--- src/rtl/bus_pkg.sv ---
// Shared definitions for the bus DMA master: widths, FSM encoding, memory map.
// Latency: n/a (types and constants only).
// Backpressure: n/a.
package bus_pkg;

  localparam int ADDR_W = 8;
  localparam int DATA_W = 32;
  localparam int LEN_W  = 8;

  // Bus memory map
  localparam logic [ADDR_W-1:0] MEM_BASE      = 8'h00;
  localparam logic [ADDR_W-1:0] CORE_REG_BASE = 8'h30;

  // DMA master FSM encoding
  typedef enum logic [2:0] {
    S_IDLE = 3'd0,
    S_REQ  = 3'd1,
    S_RD   = 3'd2,
    S_RDW  = 3'd3,
    S_WR   = 3'd4,
    S_DONE = 3'd5
  } state_t;

endpackage

--- src/rtl/dma_addr_ctr.sv ---
// Source/destination address and remaining-word counters for the DMA master.
// Latency: load and increment take effect on the next rising clk.
// Backpressure: none; the FSM only pulses inc on a granted write.
module dma_addr_ctr #(
  parameter int ADDR_W = bus_pkg::ADDR_W,
  parameter int LEN_W  = bus_pkg::LEN_W
) (
  input  logic              clk,
  input  logic              reset_n,
  input  logic              load,
  input  logic              inc,
  input  logic [ADDR_W-1:0] src_init,
  input  logic [ADDR_W-1:0] dst_init,
  input  logic [LEN_W-1:0]  len_init,
  output logic [ADDR_W-1:0] cur_src,
  output logic [ADDR_W-1:0] cur_dst,
  output logic [ADDR_W-1:0] src_nxt,
  output logic              last
);

  logic [LEN_W-1:0] remaining;

  // Addresses wrap naturally at 2^ADDR_W.
  assign src_nxt = cur_src + ADDR_W'(1);
  // The word currently in flight is the final one.
  assign last    = (remaining == LEN_W'(1));

  // Capture the transfer on load, step all three counters per committed word.
  always_ff @(posedge clk) begin
    if (!reset_n) begin
      cur_src   <= '0;
      cur_dst   <= '0;
      remaining <= '0;
    end else if (load) begin
      cur_src   <= src_init;
      cur_dst   <= dst_init;
      remaining <= len_init;
    end else if (inc) begin
      cur_src   <= src_nxt;
      cur_dst   <= cur_dst + ADDR_W'(1);
      remaining <= remaining - LEN_W'(1);
    end
  end

endmodule

--- src/rtl/bus_dma_master.sv ---
// Bus initiator copying LEN words from src to dst over the shared M_* bus.
// Latency: N words with grant held high -> done at T+2+3N after the start edge.
// Backpressure: grant loss before a write retries the current word from REQ.
module bus_dma_master #(
  parameter int ADDR_W = bus_pkg::ADDR_W,
  parameter int DATA_W = bus_pkg::DATA_W,
  parameter int LEN_W  = bus_pkg::LEN_W
) (
  input  logic              clk,
  input  logic              reset_n,
  input  logic              start,
  input  logic [ADDR_W-1:0] src_addr,
  input  logic [ADDR_W-1:0] dst_addr,
  input  logic [LEN_W-1:0]  len,
  output logic              busy,
  output logic              done,
  output logic              M_req,
  output logic              M_wr,
  output logic [ADDR_W-1:0] M_addr,
  output logic [DATA_W-1:0] M_dout,
  input  logic              M_grant,
  input  logic [DATA_W-1:0] M_din
);
  import bus_pkg::*;

  state_t            state;
  logic [DATA_W-1:0] data_q;
  logic [ADDR_W-1:0] cur_src;
  logic [ADDR_W-1:0] cur_dst;
  logic [ADDR_W-1:0] src_nxt;
  logic              last;
  logic              ctr_load;
  logic              ctr_inc;

  assign ctr_load = (state == S_IDLE) && start;
  assign ctr_inc  = (state == S_WR) && M_grant;
  // Write data comes straight from the latch, which only changes on entry to WR.
  assign M_dout   = data_q;

  dma_addr_ctr #(
    .ADDR_W (ADDR_W),
    .LEN_W  (LEN_W)
  ) u_ctr (
    .clk      (clk),
    .reset_n  (reset_n),
    .load     (ctr_load),
    .inc      (ctr_inc),
    .src_init (src_addr),
    .dst_init (dst_addr),
    .len_init (len),
    .cur_src  (cur_src),
    .cur_dst  (cur_dst),
    .src_nxt  (src_nxt),
    .last     (last)
  );

  // Transfer FSM; all bus outputs are registered alongside the next state.
  always_ff @(posedge clk) begin
    if (!reset_n) begin
      state  <= S_IDLE;
      busy   <= 1'b0;
      done   <= 1'b0;
      M_req  <= 1'b0;
      M_wr   <= 1'b0;
      M_addr <= '0;
      data_q <= '0;
    end else begin
      done <= 1'b0;
      case (state)
        S_IDLE: begin
          if (start) begin
            busy <= 1'b1;
            if (len == '0) begin
              state <= S_DONE;
              done  <= 1'b1;
            end else begin
              state <= S_REQ;
              M_req <= 1'b1;
              M_wr  <= 1'b0;
            end
          end
        end
        S_REQ: begin
          if (M_grant) begin
            state  <= S_RD;
            M_addr <= cur_src;
          end
        end
        S_RD: begin
          // A grant lost here is caught by the check in RDW.
          state <= S_RDW;
        end
        S_RDW: begin
          if (M_grant) begin
            state  <= S_WR;
            M_wr   <= 1'b1;
            M_addr <= cur_dst;
            data_q <= M_din;
          end else begin
            state <= S_REQ;
          end
        end
        S_WR: begin
          M_wr <= 1'b0;
          if (M_grant) begin
            if (last) begin
              state <= S_DONE;
              done  <= 1'b1;
              M_req <= 1'b0;
            end else begin
              state  <= S_RD;
              M_addr <= src_nxt;
            end
          end else begin
            // Write not taken: re-read and re-write the same word.
            state <= S_REQ;
          end
        end
        S_DONE: begin
          state <= S_IDLE;
          busy  <= 1'b0;
        end
        default: begin
          state <= S_IDLE;
          busy  <= 1'b0;
          M_req <= 1'b0;
          M_wr  <= 1'b0;
        end
      endcase
    end
  end

endmodule

--- config.mk ---
export PLATFORM = sky130hd
export DESIGN_NAME = bus_dma_master
export DESIGN_NICKNAME = d
export VERILOG_FILES = /design/src/rtl/bus_pkg.sv /design/src/rtl/dma_addr_ctr.sv /design/src/rtl/bus_dma_master.sv
export SDC_FILE = /design/constraint.sdc
export NUM_CORES = 1
export LEC_CHECK = 0
export CAP_MARGIN = 20
export CORE_MARGIN = 2
export CORE_UTILIZATION = 47
export CTS_CLUSTER_SIZE = 20
export DETAILED_ROUTE_END_ITERATION = 10
export PLACE_DENSITY = 0.78
export SETUP_SLACK_MARGIN = 0.4
export SYNTH_ARGS = -nofsm -noshare
export SYNTH_HDL_FRONTEND = slang
export SYNTH_SLANG_ARGS = --single-unit
--- constraint.sdc ---
create_clock -name clk -period 2 [get_ports clk]
set_input_delay 0.2 -clock clk [delete_from_list [all_inputs] [get_ports clk]]
set_output_delay 0.2 -clock clk [all_outputs]
set_load 0.01 [all_outputs]
Word level (Yosys, flattened, before mapping)
Index checks and enable logic that the tools add are counted.
{"block": "op_classes", "eq_ne": 13, "n_reduce_logical": 15, "add_sub_neg": 3, "n_bitwise": 3, "muxes": 34}
{"op": "$mux 8", "n": 10}
{"op": "$pmux 8 s3", "n": 1}
{"op": "$mux 3", "n": 6}
{"op": "$add 8x1->8 const B", "n": 2}
{"op": "$pmux 3 s5", "n": 1}
{"op": "$ne 2x2->1 const B", "n": 7}
{"op": "$mux 1", "n": 12}
{"op": "$reduce_and 5->1", "n": 2}
{"op": "$eq 8x1->1 const B", "n": 1}
{"op": "$logic_not 8->1", "n": 1}
{"op": "$reduce_or 4->1", "n": 2}
{"op": "$sub 8x1->8 const B", "n": 1}
{"op": "$eq 3x2->1 const B", "n": 2}
{"op": "$eq 3x3->1 const B", "n": 2}
{"op": "$pmux 1 s3", "n": 2}
{"op": "$reduce_and 2->1", "n": 3}
{"op": "$pmux 1 s2", "n": 2}
{"op": "$reduce_and 4->1", "n": 1}
{"op": "$eq 3x1->1 const B", "n": 1}
{"op": "$logic_not 3->1", "n": 1}
{"op": "$not 1->1", "n": 3}
{"op": "$reduce_bool 3->1", "n": 1}
{"op": "$reduce_or 3->1", "n": 1}
{"op": "$logic_and 1x1->1", "n": 2}
{"op": "$reduce_bool 2->1", "n": 1}
{"block": "word_totals", "ff_bits": 71, "wordCells": 78, "inputBits": 60}

Depth between registers and ports, before layout
Gate-level depths: netlist (run 1).
{"block": "logic_depth", "ltp_word": 4, "mapped_depth": 8, "ltp_nobuf": 6}

Hierarchy
Synthesis (run 1) repeated with hierarchy kept, for this count alone.
{"block": "unflattened", "cells_unflattened": 441, "hier_area_um2": 3862.5}
{"module": "bus_dma_master", "cells_per_inst": 274, "instances": 1, "area_each_um2": 2453.6, "seq_area_each_um2": 940.9}
{"module": "dma_addr_ctr", "cells_per_inst": 167, "instances": 1, "area_each_um2": 1408.9, "seq_area_each_um2": 480.5}

Least setup slack after synthesis (run 1)
Ideal clock, no wire load.
{"block": "synth_timing", "path_type": "flip-flop to flip-flop", "from": "register u_ctr.remaining[2]", "to": "register M_addr[7]", "setup_slack_ns": 0.378, "period_less_slack_ns": 1.622, "t_required_ns": 1.881, "path_buffers": 1, "t_arrival_ns": 1.503, "setup_time_ns": 0.119, "stages_incl_launch_ff": 6, "cell_sequence": "dfxtp_1 -> nor4_4 -> a21oi_4 -> or2_1 -> buf_6 -> o221a_1"}
{"block": "synth_between", "elab_chain_cells": 3}
{"item": "from (decl)", "line": "dma_addr_ctr.sv:21", "text": "logic [LEN_W-1:0] remaining;"}
{"item": "from (signal assigned)", "line": "dma_addr_ctr.sv:37", "text": "remaining <= len_init;"}
{"item": "from (signal assigned)", "line": "dma_addr_ctr.sv:41", "text": "remaining <= remaining - LEN_W'(1);"}
{"item": "$eq 8x1->1", "line": "dma_addr_ctr.sv:26", "text": "assign last = (remaining == LEN_W'(1));"}
{"item": "$ne 2x2->1 (no line)"}
{"item": "$reduce_and 5->1 (no line)"}
{"item": "to (signal assigned)", "line": "bus_dma_master.sv:86", "text": "M_addr <= cur_src;"}
{"item": "to (signal assigned)", "line": "bus_dma_master.sv:97", "text": "M_addr <= cur_dst;"}
{"item": "to (signal assigned)", "line": "bus_dma_master.sv:112", "text": "M_addr <= src_nxt;"}
{"item": "to (decl)", "line": "bus_dma_master.sv:19", "text": "output logic [ADDR_W-1:0] M_addr,"}
No other way between the ends.
A chain may end at the register's enable or synchronous reset.

Worst setup path after layout (run 1)
{"block": "layout_timing", "from": "register state[0]", "to": "register u_ctr.remaining[5]"}
{"block": "layout_between", "elab_chain_cells": 3}
{"item": "from (decl)", "line": "bus_dma_master.sv:26", "text": "state_t state;"}
{"item": "from (signal assigned)", "line": "bus_dma_master.sv:60", "text": "state <= S_IDLE;"}
{"item": "from (signal assigned)", "line": "bus_dma_master.sv:74", "text": "state <= S_DONE;"}
{"item": "from (signal assigned)", "line": "bus_dma_master.sv:77", "text": "state <= S_REQ;"}
{"item": "$eq 3x3->1 or $logic_not 3->1 (tied branches)", "line": "bus_dma_master.sv:36, bus_dma_master.sv:35"}
{"item": "$logic_and 1x1->1 (on tied branches)", "line": "bus_dma_master.sv:36, bus_dma_master.sv:35"}
{"item": "$reduce_bool 2->1 (no line) or $mux 8 (tied branches)"}
Parallel ways exist; a longest one is shown, timed or not.

==> impl_metrics.yaml, run 1 <==
run_status:
  status: "complete, no violations"
worst_setup_path:
  path_class: "register to register"
  path_cells: "buf_6 -> and4bb_4 -> buf_6 -> a31oi_1 -> a222oi_1 -> nor2_1"
  cp_max_fo: 7
  slowest_delay_ns: 0.44
  required_ns: 2.23
  critPathMostFrequentCell: "buf_6"
  reg2reg_to: "u_ctr.remaining[5]"
  cp-start-kind: "register"
  path_buf_inv: 2
  r2r_slack_ns: 0.34
  worstRegToRegCells: 6
  end_kind: "register"
  crit_family: "simple AND/OR/NAND/NOR gates"
  r2r-start: "state[0]"
  critPathSlowestCell: "and4bb_4"
  arrival_ns: 1.89
synthesis:
  avgSynthCellArea_sq_um: 8.10
  ys_seq_area_share_pct: 40.5
  synthDistinctLibCells: 67
  synth_edf_count: 0
  postSynthCellCount: 433
  synthXorXnorAreaFrac_pct: 0.749
  ys_ff_latch: 71
  synth_nets: 497
  async_flop_share_pct: 0
  synth_fa_ha_area_share_pct: 1.43
  synth-simple-area-share_pct: 23.9
  synth_compound_area_share_pct: 26.2
  syn_area_sq_um: 3510
  ys.flop_type: "dfxtp_1"
  synth_warnings: 0
  synth_top_family_by_area: "compound AO/OA/AOI/OAI gates"
  synthMuxAreaShare_pct: 1.21
global_routing:
  grt_usage_pct: 25.2
  antenna_found_initial: 0
  grt_pass1_wl_mm: 17.0
  grt_max_degree: 40
  grt_pass1_vias: 3481
  gr-total-overflow: 0
pwr:
  peakVddDrop_uv: 429
  p_leak_uw: 0.00190
  power_density_nw_per_um2: 639
clocking:
  cts_htree_levels: 3
  clockRootBuffer: "clkbuf_8"
  clkTransAtPathRegs_ns: 0.08
  clk-insertion-delay-late_ns: 0.35
  clock-sinks: 71
  clk_path_buf_depth: 2
  numCtsBuffers: 9
  hold_buffers: 0
  cts_tree: "yes"
sta:
  maxSlewHeadroom_pct: 70.4
  fin_crit_sh_pct: 83.2
  grt_setup_unrepaired: "yes"
  worst_pin_slew_ns: 0.441
  drv_slew: 0
  setup_viol: 0
  final.setup_skew_ns: 0.0107
  hold_viol: 0
  finalCriticalPeriod_ns: 1.66
  setup-tns-final_ns: 0
  hold_ws_ns: 0.393
  fmax_mhz: 601
cells_and_area:
  fillerInstances: 527
  fin_nets: 626
  layout_commonest_cell: "clkdlybuf4s50_1"
  finalNonFillerCells: 666
  n_antenna_cell: 0
  drive_gt1_share_pct: 20.3
  syn2layout_area_growth_pct: 53.7
  final_cell_mix: "103 x clkdlybuf4s50_1, 88 x nand2_1, 62 x dfxtp_1, 59 x a21oi_1, 36 x buf_4"
  postLayoutCellArea_sq_um: 5390
drt:
  vias: 3851
  wl_per_cell_um: 16.9
  post-route-drc-count: 0
  drt-vias-per-instance: 5.78
  first_iter_violations: 211
  first_pass_iters: 5
  drt-total-wl_mm: 11.2
  drtAntennaViolNets: 0
place:
  gp_congestion: 0.925
  placedCellCount: 625
  io_buffers: 103
  hpwl_mm: 7.22
  post_dp_cell_area_sq_um: 4730
floorplanning:
  fp.coreArea_sq_um: 7250
  start_util_pct: 48.4
  rows: 31
  fp.dieArea_sq_um: 8170
  die_x_um: 90.4
  chipHeight_um: 90.4
  ioPinCount: 104
hold_path:
  min_path_type: "input pin to register"
  worstHoldPathCells: 3
  whs_endpoint: "M_dout[17]"
  min_from: "M_din[17]"
job:
  drv_cap: 0
-- tightest hold or removal path, cell delays in order --
cell             delay, ns
clkdlybuf4s50_1       0.39
nand2_1               0.06
a21oi_1               0.05
-- per-layer routing --
| layer | vias to the layer above | part of all wire (%) | track usage, % |
|---|---|---|---|
| met5 | - | 0 | 0 |
| met4 | 0 | 2.0 | 8.59 |
| met3 | 25 | 7.2 | 5.18 |
| met2 | 204 | 49 | 41.5 |
| met1 | 1786 | 42 | 33.0 |
| li1 | 1836 | - | - |
-- cells in the mapped netlist (all sizes together), types with 4 or more instances --
master	count	area (sq um)
a21oi	60	312
a22o	5	43.8
a22oi	4	30.0
a311oi	6	77.6
a31oi	6	37.5
and2	5	32.5
buf	14	83.8
clkbuf	24	100
dfxtp	71	1420
ha	4	50.1
inv	7	26.3
nand2	89	334
nand3	6	30.0
nand4	4	25.0
nor2	21	78.8
nor3	12	60.1
nor4	8	65.1
o21ai	16	80.1
or3	4	26.3
-- power by group --
| part | switching [uW] | internal [uW] |
|---|---|---|
| logic | 313 | 383 |
| registers | 86.8 | 1480 |
| clock network | 573 | 614 |
-- through the flow --
step	worst slack, ns	power (uW)	utilization [%]
2_1_floorplan	0.394	1880	-
3_3_place_gp	0.119	2150	65.3
3_5_place_dp	0.0828	2160	65.3
4_1_cts	0.366	3340	70.1
5_1_grt	0.263	3570	74.3
6_report	0.336	3440	74.3
-- timing repair --
| action | 4_1_cts | 5_1_grt |
|---|---|---|
| setup endpoints to repair | 32 | 27 |
| buffers inserted | 2 | 19 |
| resized for setup | 23 | 41 |
| pin swaps | 3 | 12 |
| cloned | 3 | 1 |
-- final cells by class --
class                   instances  area, sq um  share of cell area [%]
clock inverters                 6         68.8                    1.28
inverters                       7         28.8                   0.534
repair buffers                156         1560                    28.8
multi-input cells             317         2030                    37.6
well taps                      99          124                    2.30
flip-flops and latches         71         1450                    26.9
clock buffers                  10          138                    2.55
-- cells by family after synthesis --
logic type,after synthesis
AND/OR/NAND/NOR,170
AO/OA/AOI/OAI,136
flip-flops,71
buffers and inverters,45
multiplexers,4
adder cells (fa/ha/maj),4
XOR/XNOR,3
-- state kept, by name, summed over array words and instances (netlist names) --
signal and count:
M_wr 1, done 1, M_addr 8, M_dout 32, u_ctr.cur_dst 8, busy 1
state 3, u_ctr.remaining 8, M_req 1, u_ctr.cur_src 8
-- worst max path at each step --
stage | start | to | slack (ns) | cells past startpoint
after floorplan | state[2] | M_addr[7] | 0.39 | 8
after global placement | start | u_ctr.cur_dst[6] | 0.12 | 5
after detailed placement | start | M_req | 0.08 | 5
after CTS | u_ctr.remaining[1] | M_addr[7] | 0.37 | 6
after global routing | state[0] | u_ctr.remaining[5] | 0.26 | 6
final | state[0] | u_ctr.remaining[5] | 0.34 | 6
(Power assumes the default switching activity.)
==> inputs of run 2 (changes only) <==
==> constraint.sdc (replaced) <==
create_clock -name clk -period 1.57 [get_ports clk]
set_input_delay 0.157 -clock clk [delete_from_list [all_inputs] [get_ports clk]]
set_output_delay 0.157 -clock clk [all_outputs]
set_load 0.01 [all_outputs]
==> run 2 against run 1 <==
The flow now stops in global routing; synthesized cell count did not move; area after synthesis did not move.
==> impl_metrics.yaml, run 2 <==
run_status:
  status: "stopped before the end"
  haltStage: "global routing"
  stop_error: "[ERROR GRT-0232] Routing congestion too high. Check the congestion heatmap in the GUI."
floorplanning:
  rows: 31
  ioPinCount: 104
  chipHeight_um: 90.4
  start_util_pct: 48.4
  die_x_um: 90.4
synthesis:
  ys.flop_type: "dfxtp_1"
  synth_nets: 497
  yosysTopAreaCellShare_pct: 40.5
  avgSynthCellArea_sq_um: 8.10
  synth_top_cells_by_count: "89 x nand2_1, 71 x dfxtp_1, 59 x a21oi_1"
  synth_edf_count: 0
  postSynthCellCount: 433
  ys_ff_latch: 71
  synth_warnings: 0
  synth_area_leaders: "dfxtp_1 41%, nand2_1 9.5%, a21oi_1 8.4%, clkbuf_1 2.5%, o21ai_0 2.3%"
  synth_top_area_cell: "dfxtp_1"
  ys_seq_area_share_pct: 40.5
  synthDistinctLibCells: 67
  post-synth-top-count-cell: "nand2_1"
  syn_area_sq_um: 3510
  async_flop_share_pct: 0
place:
  hpwl_mm: 7.82
  post_dp_cell_area_sq_um: 5060
  placedCellCount: 659
  dpl_worst_slack_ns: -0.444
  gp_congestion: 0.847
  io_buffers: 103
sta:
  crit_endpoint: "M_addr[3]$_SDFFE_PN0P_/D"
  worst_endpoint_kind: "sequential cell input"
global_routing:
  antenna_found_initial: 3
  grt_max_degree: 41
  gr-total-overflow: 20
  grt_usage_pct: 69.9
clocking:
  clock-sinks: 71
  numCtsBuffers: 9
  cts_htree_levels: 3
  clockRootBuffer: "clkbuf_8"
  clk_path_buf_depth: 2
[run 2: what timing repair did]
item	4_1_cts
hold buffers	0
setup buffers	27
gates resized for setup	245
pin swaps	87
endpoints found under the setup margin	115
gates cloned	11
hold endpoints to repair	0
[run 2: cells by family after synthesis]
kind of cell             after synthesis  synth area share [%]
buffers and inverters                 45                  5.99
XOR/XNOR                               3                 0.749
AO/OA/AOI/OAI                        136                  26.2
adder cells (fa/ha/maj)                4                  1.43
multiplexers                           4                  1.21
flip-flops                            71                  40.5
AND/OR/NAND/NOR                      170                  23.9
[run 2: metal layers]
metal / GRT overflow / global-route usage (%)
met1: 0 / 69.3
met2: 7 / 92.3
met4: 13 / 70.8
met5: 0 / 4.49
met3: 0 / 48.9
[run 2: metrics by stage]
stage	hold slack (ns)	TNS, ns
2_1_floorplan	0.293	0
3_3_place_gp	0.441	-7.85
3_5_place_dp	0.445	-11.85
4_1_cts	0.346	0
==> inputs of run 3 (changes only) <==
--- a/config.mk
+++ b/config.mk
@@ -7,11 +7,9 @@
 export LEC_CHECK = 0
 export CAP_MARGIN = 20
 export CORE_MARGIN = 2
-export CORE_UTILIZATION = 47
-export CTS_CLUSTER_SIZE = 20
+export CORE_UTILIZATION = 35
 export DETAILED_ROUTE_END_ITERATION = 10
-export PLACE_DENSITY = 0.78
-export SETUP_SLACK_MARGIN = 0.4
+export PLACE_DENSITY_LB_ADDON = 0.15
 export SYNTH_ARGS = -nofsm -noshare
 export SYNTH_HDL_FRONTEND = slang
 export SYNTH_SLANG_ARGS = --single-unit
==> run 3 against run 2 <==
The flow now finishes, with violations (negative setup slack).
==> impl_metrics.yaml, run 3 (same netlist as run 1, synthesis figures left out) <==
floorplanning:
  chipHeight_um: 104
  fp.coreArea_sq_um: 9770
  fp.dieArea_sq_um: 10800
  rows: 36
  start_util_pct: 35.9
  ioPinCount: 104
  die_x_um: 104
clocking:
  numCtsBuffers: 9
  cts_htree_levels: 3
  cts_tree: "yes"
  clkTransAtPathRegs_ns: 0.10
  clk-insertion-delay-late_ns: 0.36
  hold_buffers: 0
  clockRootBuffer: "clkbuf_8"
  clk_path_buf_depth: 2
  clock-sinks: 71
drt:
  drtAntennaViolNets: 0
  wl_per_cell_um: 15.2
  drt-vias-per-instance: 5.23
  drt-total-wl_mm: 11.2
  post-route-drc-count: 0
  vias: 3855
  first_iter_violations: 171
  first_pass_iters: 6
sta:
  hold_viol: 0
  fmax_mhz: 633
  worst_pin_slew_ns: 0.311
  setup_slack_ns: -0.0107
  fin_crit_sh_pct: 101
  maxSlewHeadroom_pct: 79.1
  drv_slew: 0
  final.setup_skew_ns: 0.0121
  setup_viol: 1
  grt_setup_unrepaired: "yes"
  finalCriticalPeriod_ns: 1.58
global_routing:
  grt_usage_pct: 20.1
  grt_pass1_vias: 3709
  grt_max_degree: 58
  grt_pass1_wl_mm: 18.0
  antenna_found_initial: 0
  gr-total-overflow: 0
worst_setup_path:
  end_kind: "register"
  cp-start-kind: "register"
  critPathSlowestCell: "dfxtp_2"
  r2r-start: "u_ctr.remaining[1]"
  path_cells: "inv_2 -> ha_4 -> nor3b_4 -> a21oi_4 -> or2_1 -> buf_6 -> o221a_1"
  endpoint: "M_addr[7]"
  worstRegToRegCells: 7
  critPathLaunch: "u_ctr.remaining[1]"
  arrival_ns: 1.83
  cp_max_fo: 8
  slowest_delay_ns: 0.33
  reg2reg_to: "M_addr[7]"
  required_ns: 1.82
  path_class: "register to register"
  r2r_slack_ns: -0.01
run_status:
  status: "finished with violations"
  violations: "negative setup slack"
cells_and_area:
  fin_nets: 663
  postLayoutCellArea_sq_um: 5650
  final_cell_mix: "103 x clkdlybuf4s50_1, 87 x nand2_1, 73 x buf_4, 65 x dfxtp_1, 59 x a21oi_1"
  syn2layout_area_growth_pct: 60.9
  n_antenna_cell: 0
  largest_reg_flops: 32
  drive_gt1_share_pct: 24.8
  layout_commonest_cell: "clkdlybuf4s50_1"
job:
  drv_cap: 0
place:
  gp_congestion: 0.834
  dpl_worst_slack_ns: -0.205
  io_buffers: 103
  post_dp_cell_area_sq_um: 5160
  hpwl_mm: 7.89
pwr:
  power_density_nw_per_um2: 762
  peakVddDrop_uv: 387
  p_leak_uw: 0.00206
hold_path:
  min_path_type: "input pin to register"
## run 3: cell type report
type | instances | area, sq um
well taps | 133 | 166
flip-flops and latches | 71 | 1440
inverters | 7 | 26.3
fillers | 928 | 4130
clock buffers | 9 | 124
multi-input cells | 317 | 2050
repair buffers | 193 | 1780
clock inverters | 7 | 58.8
## run 3: metrics by stage
step	std cells	setup TNS (ns)	power (uW)	hold WS (ns)	util [%]
6_report	737	-0.0107	4300	0.329	57.8
5_1_grt	737	-0.550	4510	0.336	57.8
4_1_cts	730	-0.0176	4260	0.325	55.7
3_5_place_dp	712	-6.22	2850	0.449	52.8
3_3_place_gp	712	-5.05	2840	0.441	52.8
2_1_floorplan	433	-0.0197	2390	0.293	-
## run 3: repair_timing
| action | CTS | global route |
|---|---|---|
| gates resized for setup | 24 | 37 |
| setup endpoints to repair | 32 | 30 |
| gates cloned | 0 | 1 |
| buffers inserted | 2 | 7 |
| pin swaps | 5 | 10 |
## run 3: how the worst min path moves through the flow
stage,depth (start not counted),slack (ns),from,endpoint
3_3_place_gp,2,0.44,M_dout[10],M_dout[10]
6_report,3,0.33,M_din[17],M_dout[17]
4_1_cts,3,0.32,M_din[17],M_dout[17]
5_1_grt,3,0.34,M_din[0],M_dout[0]
3_5_place_dp,2,0.45,M_dout[6],M_dout[6]
2_1_floorplan,2,0.29,M_din[0],M_dout[0]
## run 3: power by group
group | internal, uW | switching (uW) | leakage [uW] | total [uW]
combinational | 531 | 412 | 0.00139 | 943
clock | 601 | 794 | 0.0000877 | 1400
sequential | 1880 | 85.5 | 0.000581 | 1970
## run 3: layer usage
layer | global-route usage [%] | wire (um) | up-vias | share of wire [%]
li1 | - | - | 1906 | -
met3 | 4.20 | 598 | 19 | 5.3
met2 | 32.1 | 5340 | 127 | 48
met5 | 0 | 0 | - | 0
met1 | 26.9 | 5040 | 1803 | 45
met4 | 7.05 | 204 | 0 | 1.8
## run 3: critical path: cells and delay by family (launching register included)
| kind | cells | cell delay (ns) |
|---|---|---|
| DFF | 1 | 0.33 |
| buffers and inverters | 2 | 0.21 |
| adders and majority gates | 1 | 0.12 |
| AOI/OAI and AO/OA | 2 | 0.33 |
| and+or+nand+nor | 2 | 0.47 |
==> inputs of run 4 (changes only) <==
--- a/config.mk
+++ b/config.mk
@@ -10,6 +10,7 @@
 export CORE_UTILIZATION = 35
 export DETAILED_ROUTE_END_ITERATION = 10
 export PLACE_DENSITY_LB_ADDON = 0.15
+export SKIP_CTS_REPAIR_TIMING = 1
 export SYNTH_ARGS = -nofsm -noshare
 export SYNTH_HDL_FRONTEND = slang
 export SYNTH_SLANG_ARGS = --single-unit
==> run 4 against run 3 <==
The run still ends with negative setup slack left; register-to-register slack got worse by 0.04 ns; final cell count down 0.27%; routed wire length fell by 1.6%; sequential share of layout area is 0.44 points higher; clock power hardly changed; critical endpoint is now M_addr[5]; global-route usage decreased by 0.25 points; worst setup slack worse by 0.038 ns.
==> impl_metrics.yaml, run 4 (same netlist as run 1, synthesis figures left out) <==
place:
  io_buffers: 103
  dpl_worst_slack_ns: -0.205
  hpwl_mm: 7.89
  placedCellCount: 712
  post_dp_cell_area_sq_um: 5160
  gp_congestion: 0.834
cells_and_area:
  postLayoutCellArea_sq_um: 5550
  final_core_util_pct: 56.8
  syn2layout_area_growth_pct: 58.2
  final_cell_mix: "103 x clkdlybuf4s50_1, 88 x nand2_1, 76 x buf_4, 65 x dfxtp_1, 59 x a21oi_1"
  drive_gt1_share_pct: 23.4
  finalNonFillerCells: 735
  layout_commonest_cell: "clkdlybuf4s50_1"
  largest_reg_flops: 32
  n_antenna_cell: 0
  fillerInstances: 943
  fin_nets: 661
clocking:
  clk_path_buf_depth: 2
  clkTransAtPathRegs_ns: 0.09
  clockRootBuffer: "clkbuf_8"
  clk-insertion-delay-late_ns: 0.36
  cts_tree: "yes"
  numCtsBuffers: 9
  cts_htree_levels: 3
  clock-sinks: 71
sta:
  hold_viol: 0
  hold_ws_ns: 0.329
  setup_viol: 7
  fin_crit_sh_pct: 103
  worst_pin_slew_ns: 0.346
  final.setup_skew_ns: 0.00989
  fmax_mhz: 618
  drv_slew: 0
  setup_slack_ns: -0.0486
  finalCriticalPeriod_ns: 1.62
  maxSlewHeadroom_pct: 76.6
  grt_setup_unrepaired: "yes"
drt:
  drt-vias-per-instance: 5.17
  wl_met1_mm: 5.06
  drt-total-wl_mm: 11.0
  first_pass_iters: 4
  first_iter_violations: 156
  drtAntennaViolNets: 0
  vias: 3803
  met3_length_um: 579
  routed.top_layer: "met4"
  wl_per_cell_um: 15.0
  dr_wl_met2_mm: 5.20
  post-route-drc-count: 0
run_status:
  violations: "negative setup slack"
  status: "finished with violations"
floorplanning:
  rows: 36
  fp.coreArea_sq_um: 9770
  die_x_um: 104
  ioPinCount: 104
  start_util_pct: 35.9
  fp.dieArea_sq_um: 10800
  chipHeight_um: 104
worst_setup_path:
  cp_max_fo: 12
  r2r-start: "state[0]"
  endpoint: "M_addr[5]"
  r2r_slack_ns: -0.05
  end_kind: "register"
  critPathLaunch: "state[0]"
  worstRegToRegCells: 4
  cp-start-kind: "register"
  reg2reg_to: "M_addr[5]"
  path_class: "register to register"
  arrival_ns: 1.88
  required_ns: 1.83
global_routing:
  grt_pass1_vias: 3668
  grt_max_degree: 58
  grt_pass1_wl_mm: 17.8
  antenna_found_initial: 0
  gr-total-overflow: 0
  grt_usage_pct: 19.8
pwr:
  p_leak_uw: 0.00203
  peakVddDrop_uv: 447
  power_density_nw_per_um2: 772
hold_path:
  min_path_type: "input pin to register"
  worstHoldPathCells: 3
job:
  drv_cap: 0
==> run 4: changes by cell type in the layout (fill, tap and decap cells not counted), moves of 2 or more <==
cell and change:
buf_4 +3, nor4_2 -2, nor4_1 +2, buf_6 -7
nor2_1 -2, nor2_2 +2
==> run 4: power by group <==
part | switching, uW | total (uW) | internal [uW]
Sequential | 87.1 | 1970 | 1880
Clock | 791 | 1390 | 601
Combinational | 402 | 925 | 523
==> run 4: metrics by stage <==
stage | TNS, ns | total power (uW)
6_report | -0.180 | 4280
3_3_place_gp | -5.05 | 2840
4_1_cts | -2.97 | 4240
2_1_floorplan | -0.0197 | 2390
5_1_grt | -1.78 | 4490
3_5_place_dp | -6.22 | 2850
==> run 4: how the worst min path moves through the flow <==
stage	from	end
3_3_place_gp	M_dout[10]	M_dout[10]
4_1_cts	M_din[17]	M_dout[17]
6_report	M_din[17]	M_dout[17]
2_1_floorplan	M_din[0]	M_dout[0]
5_1_grt	M_din[0]	M_dout[0]
3_5_place_dp	M_dout[6]	M_dout[6]
==> run 4: critical path, cell delays in order, from the launching register on <==
cell and delay (ns):
dfxtp_4 0.40, nand2b_1 0.22, o31a_1 0.32, or3_1 0.35, a41o_1 0.23
==> run 4: layout make-up <==
cell class,count,area [sq um],share of cell area (%)
multi-input combinational,317,1980,35.7
timing repair buffer,191,1760,31.6
clock inverter,7,58.8,1.06
tap,133,166,3.00
clock buffer,9,124,2.23
inverter,7,26.3,0.473
sequential,71,1440,25.9
==> run 4: routing by layer <==
metal	global-route usage [%]	vias up
li1	-	1908
met1	26.9	1762
met2	31.4	120
met3	4.01	13
met4	7.05	0
met5	0	-
